[config.mk]
export PLATFORM = sky130hd
export DESIGN_NAME = seg_scan_driver
export DESIGN_NICKNAME = d
export VERILOG_FILES = /design/src/rtl/seg_scan_driver.sv
export SDC_FILE = /design/constraint.sdc
export NUM_CORES = 1
export LEC_CHECK = 0
export BUFFER_PORTS_ARGS = -buffer_cell sky130_fd_sc_hd__buf_2
export CELL_PAD_IN_SITES_DETAIL_PLACEMENT = 1
export CELL_PAD_IN_SITES_GLOBAL_PLACEMENT = 1
export CORE_MARGIN = 4
export CORE_UTILIZATION = 43
export DETAILED_ROUTE_END_ITERATION = 12
export PLACE_DENSITY = 0.84
export SETUP_SLACK_MARGIN = 0.15
export SKIP_CTS_REPAIR_TIMING = 1
export SLEW_MARGIN = 30
export SYNTH_ARGS = -nofsm -noshare
export SYNTH_HDL_FRONTEND = slang
export SYNTH_SLANG_ARGS = --single-unit
[constraint.sdc]
create_clock -name clk -period 2.7 [get_ports clk]
set_input_delay 0.54 -clock clk [delete_from_list [all_inputs] [get_ports clk]]
set_output_delay 0.54 -clock clk [all_outputs]
set_load 0.02 [all_outputs]
[src/rtl/seg_scan_driver.sv]
// Time-multiplexed seven-segment scanner with double-buffered digit data.
// Each digit is selected for REFRESH_DIV cycles, the first of which is dark to avoid ghosting.
module seg_scan_driver #(
    parameter int NUM_DIGITS     = 4,
    parameter int REFRESH_DIV    = 50000,
    parameter bit SEG_ACTIVE_LOW = 1'b1,
    parameter bit AN_ACTIVE_LOW  = 1'b1
) (
    input  logic                    clk,
    input  logic                    rst_n,
    input  logic                    enable,
    input  logic                    load,
    input  logic [4*NUM_DIGITS-1:0] value_in,
    input  logic [NUM_DIGITS-1:0]   dp_in,
    input  logic [NUM_DIGITS-1:0]   blank_in,
    input  logic                    lz_suppress,
    output logic [6:0]              seg,
    output logic                    dp,
    output logic [NUM_DIGITS-1:0]   an,
    output logic                    frame_tick
);
    localparam int PW = (REFRESH_DIV > 1) ? $clog2(REFRESH_DIV) : 1;
    localparam int IW = (NUM_DIGITS > 1) ? $clog2(NUM_DIGITS) : 1;
    localparam logic [PW-1:0]         PRESC_LAST = PW'(REFRESH_DIV - 1);
    localparam logic [IW-1:0]         IDX_LAST   = IW'(NUM_DIGITS - 1);
    localparam logic [6:0]            SEG_OFF    = {7{SEG_ACTIVE_LOW}};
    localparam logic                  DP_OFF     = SEG_ACTIVE_LOW;
    localparam logic [NUM_DIGITS-1:0] AN_OFF     = {NUM_DIGITS{AN_ACTIVE_LOW}};

    typedef struct packed {
        logic [4*NUM_DIGITS-1:0] value;
        logic [NUM_DIGITS-1:0]   dp;
        logic [NUM_DIGITS-1:0]   blank;
    } frame_t;

    frame_t                  in_frame, shadow_q, shadow_d, active_q, active_d;
    logic [PW-1:0]           presc_q, presc_d;
    logic [IW-1:0]           idx_q, idx_d;
    logic                    pending_q, pending_d;
    logic                    en_q;
    logic [6:0]              seg_q, seg_d;
    logic                    dp_q, dp_d;
    logic [NUM_DIGITS-1:0]   an_q, an_d;
    logic                    tick_q, tick_d;
    logic                    presc_last, wrap, show, lz_dark, dark;
    logic [3:0]              cur_nibble;
    logic                    cur_dp, cur_blank;

    // Segment bits are {g,f,e,d,c,b,a}, active-high.
    function automatic logic [6:0] hex_to_seg(input logic [3:0] h);
        logic [6:0] s;
        unique case (h)
            4'h0: s = 7'h3F;
            4'h1: s = 7'h06;
            4'h2: s = 7'h5B;
            4'h3: s = 7'h4F;
            4'h4: s = 7'h66;
            4'h5: s = 7'h6D;
            4'h6: s = 7'h7D;
            4'h7: s = 7'h07;
            4'h8: s = 7'h7F;
            4'h9: s = 7'h67;
            4'hA: s = 7'h77;
            4'hB: s = 7'h7C;
            4'hC: s = 7'h39;
            4'hD: s = 7'h5E;
            4'hE: s = 7'h79;
            4'hF: s = 7'h71;
        endcase
        return s;
    endfunction

    assign in_frame   = '{value: value_in, dp: dp_in, blank: blank_in};
    assign presc_last = (presc_q == PRESC_LAST);
    assign wrap       = enable && presc_last && (idx_q == IDX_LAST);
    // A digit is lit only when the previous cycle was also enabled and no index change is due.
    assign show       = enable && en_q && !presc_last;
    assign cur_nibble = 4'(active_q.value >> {idx_q, 2'b00});
    assign cur_dp     = 1'(active_q.dp >> idx_q);
    assign cur_blank  = 1'(active_q.blank >> idx_q);
    assign lz_dark    = lz_suppress && (idx_q != '0) && ((active_q.value >> {idx_q, 2'b00}) == '0);
    assign dark       = cur_blank || lz_dark;

    // NOTE: every combinational output gets a default first, so no path can infer a latch.
    always_comb begin
        presc_d   = presc_q;
        idx_d     = idx_q;
        shadow_d  = shadow_q;
        active_d  = active_q;
        pending_d = pending_q;
        if (enable) begin
            if (presc_last) begin
                presc_d = '0;
                idx_d   = (idx_q == IDX_LAST) ? '0 : idx_q + IW'(1);
            end else begin
                presc_d = presc_q + PW'(1);
            end
            if (wrap) begin
                if (load) begin
                    shadow_d = in_frame;
                    active_d = in_frame;
                end else if (pending_q) begin
                    active_d = shadow_q;
                end
                pending_d = 1'b0;
            end else if (load) begin
                shadow_d  = in_frame;
                pending_d = 1'b1;
            end
        end else if (load) begin
            // Display is dark while disabled, so the active frame can be replaced directly.
            shadow_d  = in_frame;
            active_d  = in_frame;
            pending_d = 1'b0;
        end
    end

    always_comb begin
        seg_d  = SEG_OFF;
        dp_d   = DP_OFF;
        an_d   = AN_OFF;
        tick_d = wrap;
        if (show) begin
            an_d = (NUM_DIGITS'(1) << idx_q) ^ AN_OFF;
            if (!dark) begin
                seg_d = hex_to_seg(cur_nibble) ^ SEG_OFF;
                dp_d  = cur_dp ^ DP_OFF;
            end
        end
    end

    // NOTE: state is updated with non-blocking assignments so every register samples pre-edge values.
    always_ff @(posedge clk or negedge rst_n) begin
        if (!rst_n) begin
            presc_q   <= '0;
            idx_q     <= '0;
            shadow_q  <= '0;
            active_q  <= '0;
            pending_q <= 1'b0;
            en_q      <= 1'b1;
            seg_q     <= SEG_OFF;
            dp_q      <= DP_OFF;
            an_q      <= AN_OFF;
            tick_q    <= 1'b0;
        end else begin
            presc_q   <= presc_d;
            idx_q     <= idx_d;
            shadow_q  <= shadow_d;
            active_q  <= active_d;
            pending_q <= pending_d;
            en_q      <= enable;
            seg_q     <= seg_d;
            dp_q      <= dp_d;
            an_q      <= an_d;
            tick_q    <= tick_d;
        end
    end

    assign seg        = seg_q;
    assign dp         = dp_q;
    assign an         = an_q;
    assign frame_tick = tick_q;
endmodule
=== After elaboration in Yosys (flattened, before gate mapping) ===
Memories as Yosys holds them, arrays and structs flattened.
Cells that the tools add are included.

* Word-level logic and storage cells: 61
* Input port bits: 29
* Memories: 1
* Register bits after elaboration: 81
* Latch bits: 0
* Memory bits (writable): 0
* Output and inout bits: 13
* ROM bits: 112

* Divide/modulo/power cells: 0
* Magnitude comparators: 0
* Reduce and logical (&&, ||, !) cells: 15
* Multiply operators: 0
* Mux-type cells: 18
* Shift operators: 4
* Eq/ne operators: 4
* Add/subtract/negate cells: 2
* Bitwise gates (word level): 3

{| class="wikitable"
|+ Memory list
! memory !! depth !! bits a word !! read ports !! clocked after memory_dff !! wr ports !! RTL line !! text
|-
| (name not given) || 16 || 7 || 1 || 0 || 0 || 52 || <nowiki>unique case (h)</nowiki>
|}

{| class="wikitable"
|+ Operators with widths
! operator !! number
|-
| 24-bit two-way mux || 5
|-
| 7-bit two-way mux || 4
|-
| 16-bit by 1-bit adder with 16-bit output, second input constant || 1
|-
| 16-bit == test, second input constant || 1
|-
| 16-bit zero test || 1
|-
| 16-bit two-way mux || 1
|-
| 16-bit by 4-bit right shift with 16-bit output || 1
|-
| 4-bit by 2-bit right shift with 1-bit output || 2
|-
| 7-bit NOT || 1
|-
| 1-bit logical AND || 6
|-
| 1-bit two-way mux || 6
|-
| 2-bit nonzero test || 3
|-
| 4-bit two-way mux || 1
|-
| 4-bit NOT || 1
|-
| 2-bit AND reduction || 2
|-
| 1-bit by 2-bit left shift with 4-bit output, first input constant || 1
|-
| 3-bit != test, second input constant || 1
|-
| 3-bit AND reduction || 1
|-
| 2-bit by 1-bit adder with 2-bit output, second input constant || 1
|-
| 2-bit == test, second input constant || 1
|-
| 2-bit two-way mux || 1
|-
| 2-bit by 1-bit != test with 1-bit output, second input constant || 1
|-
| 1-bit zero test || 1
|-
| 1-bit logical OR || 1
|-
| 1-bit NOT || 1
|}

=== Depth between registers and ports, before layout ===
* Depth in word-level cells: 9
* Mapped depth: 8
* Mapped depth without buffers: 7

=== Worst setup path before layout ===
Ideal clock, no wire load.

* Path type: flip-flop to flip-flop
* Start point: register idx_q[0]
* End point: register seg_q[0], in the netlist seg[0]
* Cell stages (with the launch flop): 9
* Setup time: 0.084 ns
* Period minus slack after synthesis: 2.081 ns
* Slack: 0.619 ns
* Required time: 2.616 ns
* Path buffers: 1
* Arrival: 1.997 ns
* Path through: dfrtp_1 > buf_4 > mux4_2 > inv_1 > ha_1 > nand4_1 > a211oi_1 > nor4_4 > o2111ai_1

* Longest elaborated chain between the ends: 7
* Elaborated cells on any way between the ends: 13
* Classes of those cells: 2 x shift; 4 x mux; 1 x bitwise; 5 x reduce/logical; 1 x memory

{| class="wikitable"
|+ Ends and longest elaborated chain
! what !! RTL line !! text
|-
| from (decl) || 38 || <nowiki>logic [IW-1:0] idx_q, idx_d;</nowiki>
|-
| from (signal assigned) || 147 || <nowiki>idx_q <= idx_d;</nowiki>
|-
| 16-bit by 4-bit right shift with 16-bit output || 81 || <nowiki>assign lz_dark = lz_suppress && (idx_q != '0) && ((active_q.value >> {idx_q, 2'b00}) == '0);</nowiki>
|-
| memory read 16 x 7 bit || - ||
|-
| 7-bit two-way mux || 125 || <nowiki>if (!dark) begin</nowiki>
|-
| 7-bit two-way mux || 123 || <nowiki>if (show) begin</nowiki>
|-
| 7-bit NOT (no source line) || - ||
|-
| 7-bit two-way mux (*) || 125 ||
|-
| 7-bit two-way mux (*) || 123 ||
|-
| named net seg_d[0] || 41 || <nowiki>logic [6:0] seg_q, seg_d;</nowiki>
|-
| to (signal assigned) || 152 || <nowiki>seg_q <= seg_d;</nowiki>
|-
| to (decl) || 41 ||
|}

The timed path passes the listed nets; every way through them passes the cells marked *. The select of a mux whose other input is x is not followed.
A chain may end at the register's enable or synchronous reset.

=== Worst setup path after layout ===
* Start point: register idx_q[0]
* End point: register seg_q[5], in the netlist seg[5]

The elaborated chain is that of the path after synthesis.

==> flow_summary_export.csv <==
group,metric,value,unit
drt,wire_per_inst,18.0,um
worst_setup_path,crit_chain,"mux4_2, inv_1, ha_1, nand4_1, a211oi_1, nor4_4, o311ai_1",
synthesis,ys_warn_count,0,
power,p_per_area,653,mW/mm^2
worst_setup_path,rr_worst_depth,7,
global_route,top_usage_layer,"met2",
floorplan,die_w,104,um
global_route,first_global_vias,2832,
synthesis,synth.top_cell.area_share,42.8,%
placed_design,placed_cell_area,0.00429,sq mm
synthesis,ys_types,42,
placed_design,io_buffer_count,41,
floorplan,core_area,0.00885,sq mm
worst_setup_path,required,2.95,ns
finish,fin_nets,411,
timing,final-setup-viol-count,0,
timing,min_period,2.25,ns
global_route,overflow,0,
floorplan,initial_core_util,45.0,%
synthesis,syn_nets,365,
synthesis,seq_area_frac_synth,51.4,%
timing,slew_violations,0,
worst_setup_path,r2r_start,"idx_q[0]",
drt,ant_nets,0,
drt,vias_per_cell,5.31,
global_route,gr-usage-met1,23.3,%
timing,clock_skew,0.0143,ns
drt,drc,0,
synthesis,netlist_instances,326,
worst_setup_path,r2r_setup_slack,0.45,ns
worst_setup_path,max_stage_delay,0.56,ns
run,cap_violations,0,
timing,layout_setup_ws,0.450,ns
floorplan,fp.dieH,104,um
worst_setup_path,path_max_fanout,8,
synthesis,syn_avg_cell_area,12.2,sq um
power,ir_drop,0.334,mV
timing,fin_tns_setup,0,ns
worst_setup_path,end_kind,"flip-flop",
drt,route.vias.total,2576,
clock_network,cts_tree,"done",
drt,firstDrtPassIters,4,
finish,finalInstanceArea,0.00449,sq mm
global_route,met3_usage,4.59,%
floorplan,pin_count,42,
status,status,"finished clean",
floorplan,rows,34,
placed_design,place_inst,469,
clock_network,htree_levels,3,
placed_design,gp_congestion,0.761,
synthesis,synth_seq_cells,81,
worst_setup_path,crit_arrival,2.50,ns
clock_network,numCtsBuffers,9,
timing,worst_slew_pin_slew,0.680,ns
timing,fmax,444,MHz
finish,fillers,959,
placed_design,dp_slack,0.420,ns
power,leakagePower,2.11,nW
synthesis,synthTopCellsByArea,"dfrtp_1, mux2i_1, dfstp_2",
placed_design,dp_hpwl,6410,um
clock_network,clkLatencyLatePin,0.36,ns
global_route,grt_antenna_before_repair,0,
worst_setup_path,critPathLaunchType,"flip-flop",
finish,mostFrequentLayoutCells,"dfrtp_1, mux2i_1, buf_2",
worst_setup_path,critPathKind,"flip-flop to flip-flop",
drt,wirelength,8730,um
clock_network,cts.sinks,81,
finish,layout-drive-gt1-share,30.2,%
worst_setup_path,regToRegEndpoint,"seg[5]",
timing,finalHoldViolations,0,
timing,fin_crit_sh,83.3,%
worst_setup_path,slowest_stage,"mux4_2",
global_route,grt_pass1_wl,15100,um
finish,layout_commonest_cell,"dfrtp_1",
timing,rsz0062_at_grt,"false",
finish,antennaDiodeCount,0,
global_route,grt_usage,17.5,%
floorplan,die-area,0.0109,sq mm
drt,first_iter_violations,65,
clock_network,cts_max_path_buffers,2,
synthesis,synth_area_leader_cell,"dfrtp_1",
clock_network,clkTransAtPathRegs,0.09,ns
worst_setup_path,worstSetupEndpoint,"seg[5]",
synthesis,syn-cell-area,0.00398,sq mm
finish,syn2layout_area_growth,12.9,%
global_route,use_met2,28.4,%
clock_network,root_buffer,"clkbuf_8",
global_route,grt_start_max_net_pins,39,
timing,relSlewSlack,54.5,%
worst_hold_path,hold_class,"input pin to async pin",
finish,final_cell_count_no_fill,485,
worst_setup_path,startpoint,"idx_q[0]",
-- layer usage --
metal  routed length (um)  vias up  share of wire [%]
li1                     -     1216                  -
met1                 3940     1306                 45
met2                 4400       46                 50
met3                  304        8                3.5
met4                   76        0               0.87
met5                    0        -                  0
-- state kept, by name, indices dropped and copies added (netlist names) --
signal and count:
active_q 24, dp 1, idx_q 2, en_q 1
pending_q 1, frame_tick 1, seg 7, shadow_q 24
an 4, presc_q 16
-- logic make-up after synthesis --
kind of cell,Yosys count,share of synthesized area (%)
buf+inv,45,5.25
flops,81,51.4
simple gates,74,10.3
mux,81,23.0
compound gates,23,4.28
xor+xnor,12,2.64
fa+ha+maj,10,3.14
-- synth_stat cells (all sizes together) --
library cell and instances:
a211oi 2, a21o 1, a21oi 4, a31oi 1, and2 1, and3 6, and4 1, and4bb 2
buf 12, clkbuf 3, dfrtp 68, dfstp 13, ha 10, inv 30, mux2 24, mux2i 51
mux4 6, nand2 21, nand2b 3, nand3 7, nand3b 1, nand4 5, nor2 14, nor2b 5
nor3 3, nor4 4, nor4b 1, o2111ai 1, o211ai 3, o21ai 6, o22ai 1, o311ai 3
o41ai 1, xnor2 7, xor2 5
-- power by group --
group / total [mW] / internal, mW / switching [mW] / leakage (nW)
Clock: 0.888 / 0.416 / 0.471 / 0.0992
Combinational: 0.554 / 0.244 / 0.310 / 1.06
Sequential: 1.49 / 1.38 / 0.111 / 0.955
Total: 2.93 / 2.04 / 0.892 / 2.11
-- cell type report --
| type | count | area [sq um] | area share, % |
|---|---|---|---|
| Clock buffer | 12 | 165 | 3.68 |
| Clock inverter | 4 | 33.8 | 0.752 |
| Inverter | 30 | 113 | 2.51 |
| Multi-Input combinational cell | 200 | 1730 | 38.4 |
| Sequential cell | 81 | 2040 | 45.5 |
| Tap cell | 108 | 135 | 3.01 |
| Timing Repair Buffer | 50 | 275 | 6.13 |
-- how the worst min path moves through the flow --
stage,to,start,slack (ns),cells after the start
after floorplan,active_q[0],rst_n,0.24,0
after global placement,shadow_q[4],shadow_q[4],0.48,1
after detailed placement,presc_q[2],presc_q[2],0.48,1
after CTS,shadow_q[7],rst_n,0.13,1
after global routing,shadow_q[7],rst_n,0.15,1
final,shadow_q[7],rst_n,0.13,1
-- per-stage QoR --
stage          hold WS [ns]  total power [mW]  utilization [%]
4_1_cts               0.128              2.96             50.8
3_3_place_gp          0.480              2.02             48.5
6_report              0.128              2.93             50.8
3_5_place_dp          0.485              2.07             48.5
5_1_grt               0.146              3.10             50.8
2_1_floorplan         0.244              1.88                -
-- worst max-delay path, delay by kind of cell (launching register included) --
family | cells | cell delay (ns)
multiplexers | 1 | 0.56
AO/OA/AOI/OAI | 2 | 0.56
flip-flops | 1 | 0.42
AND/OR/NAND/NOR | 2 | 0.25
adder cells (fa/ha/maj) | 1 | 0.19
buffers and inverters | 1 | 0.16
No activity file was read; power rests on OpenSTA's default activity.
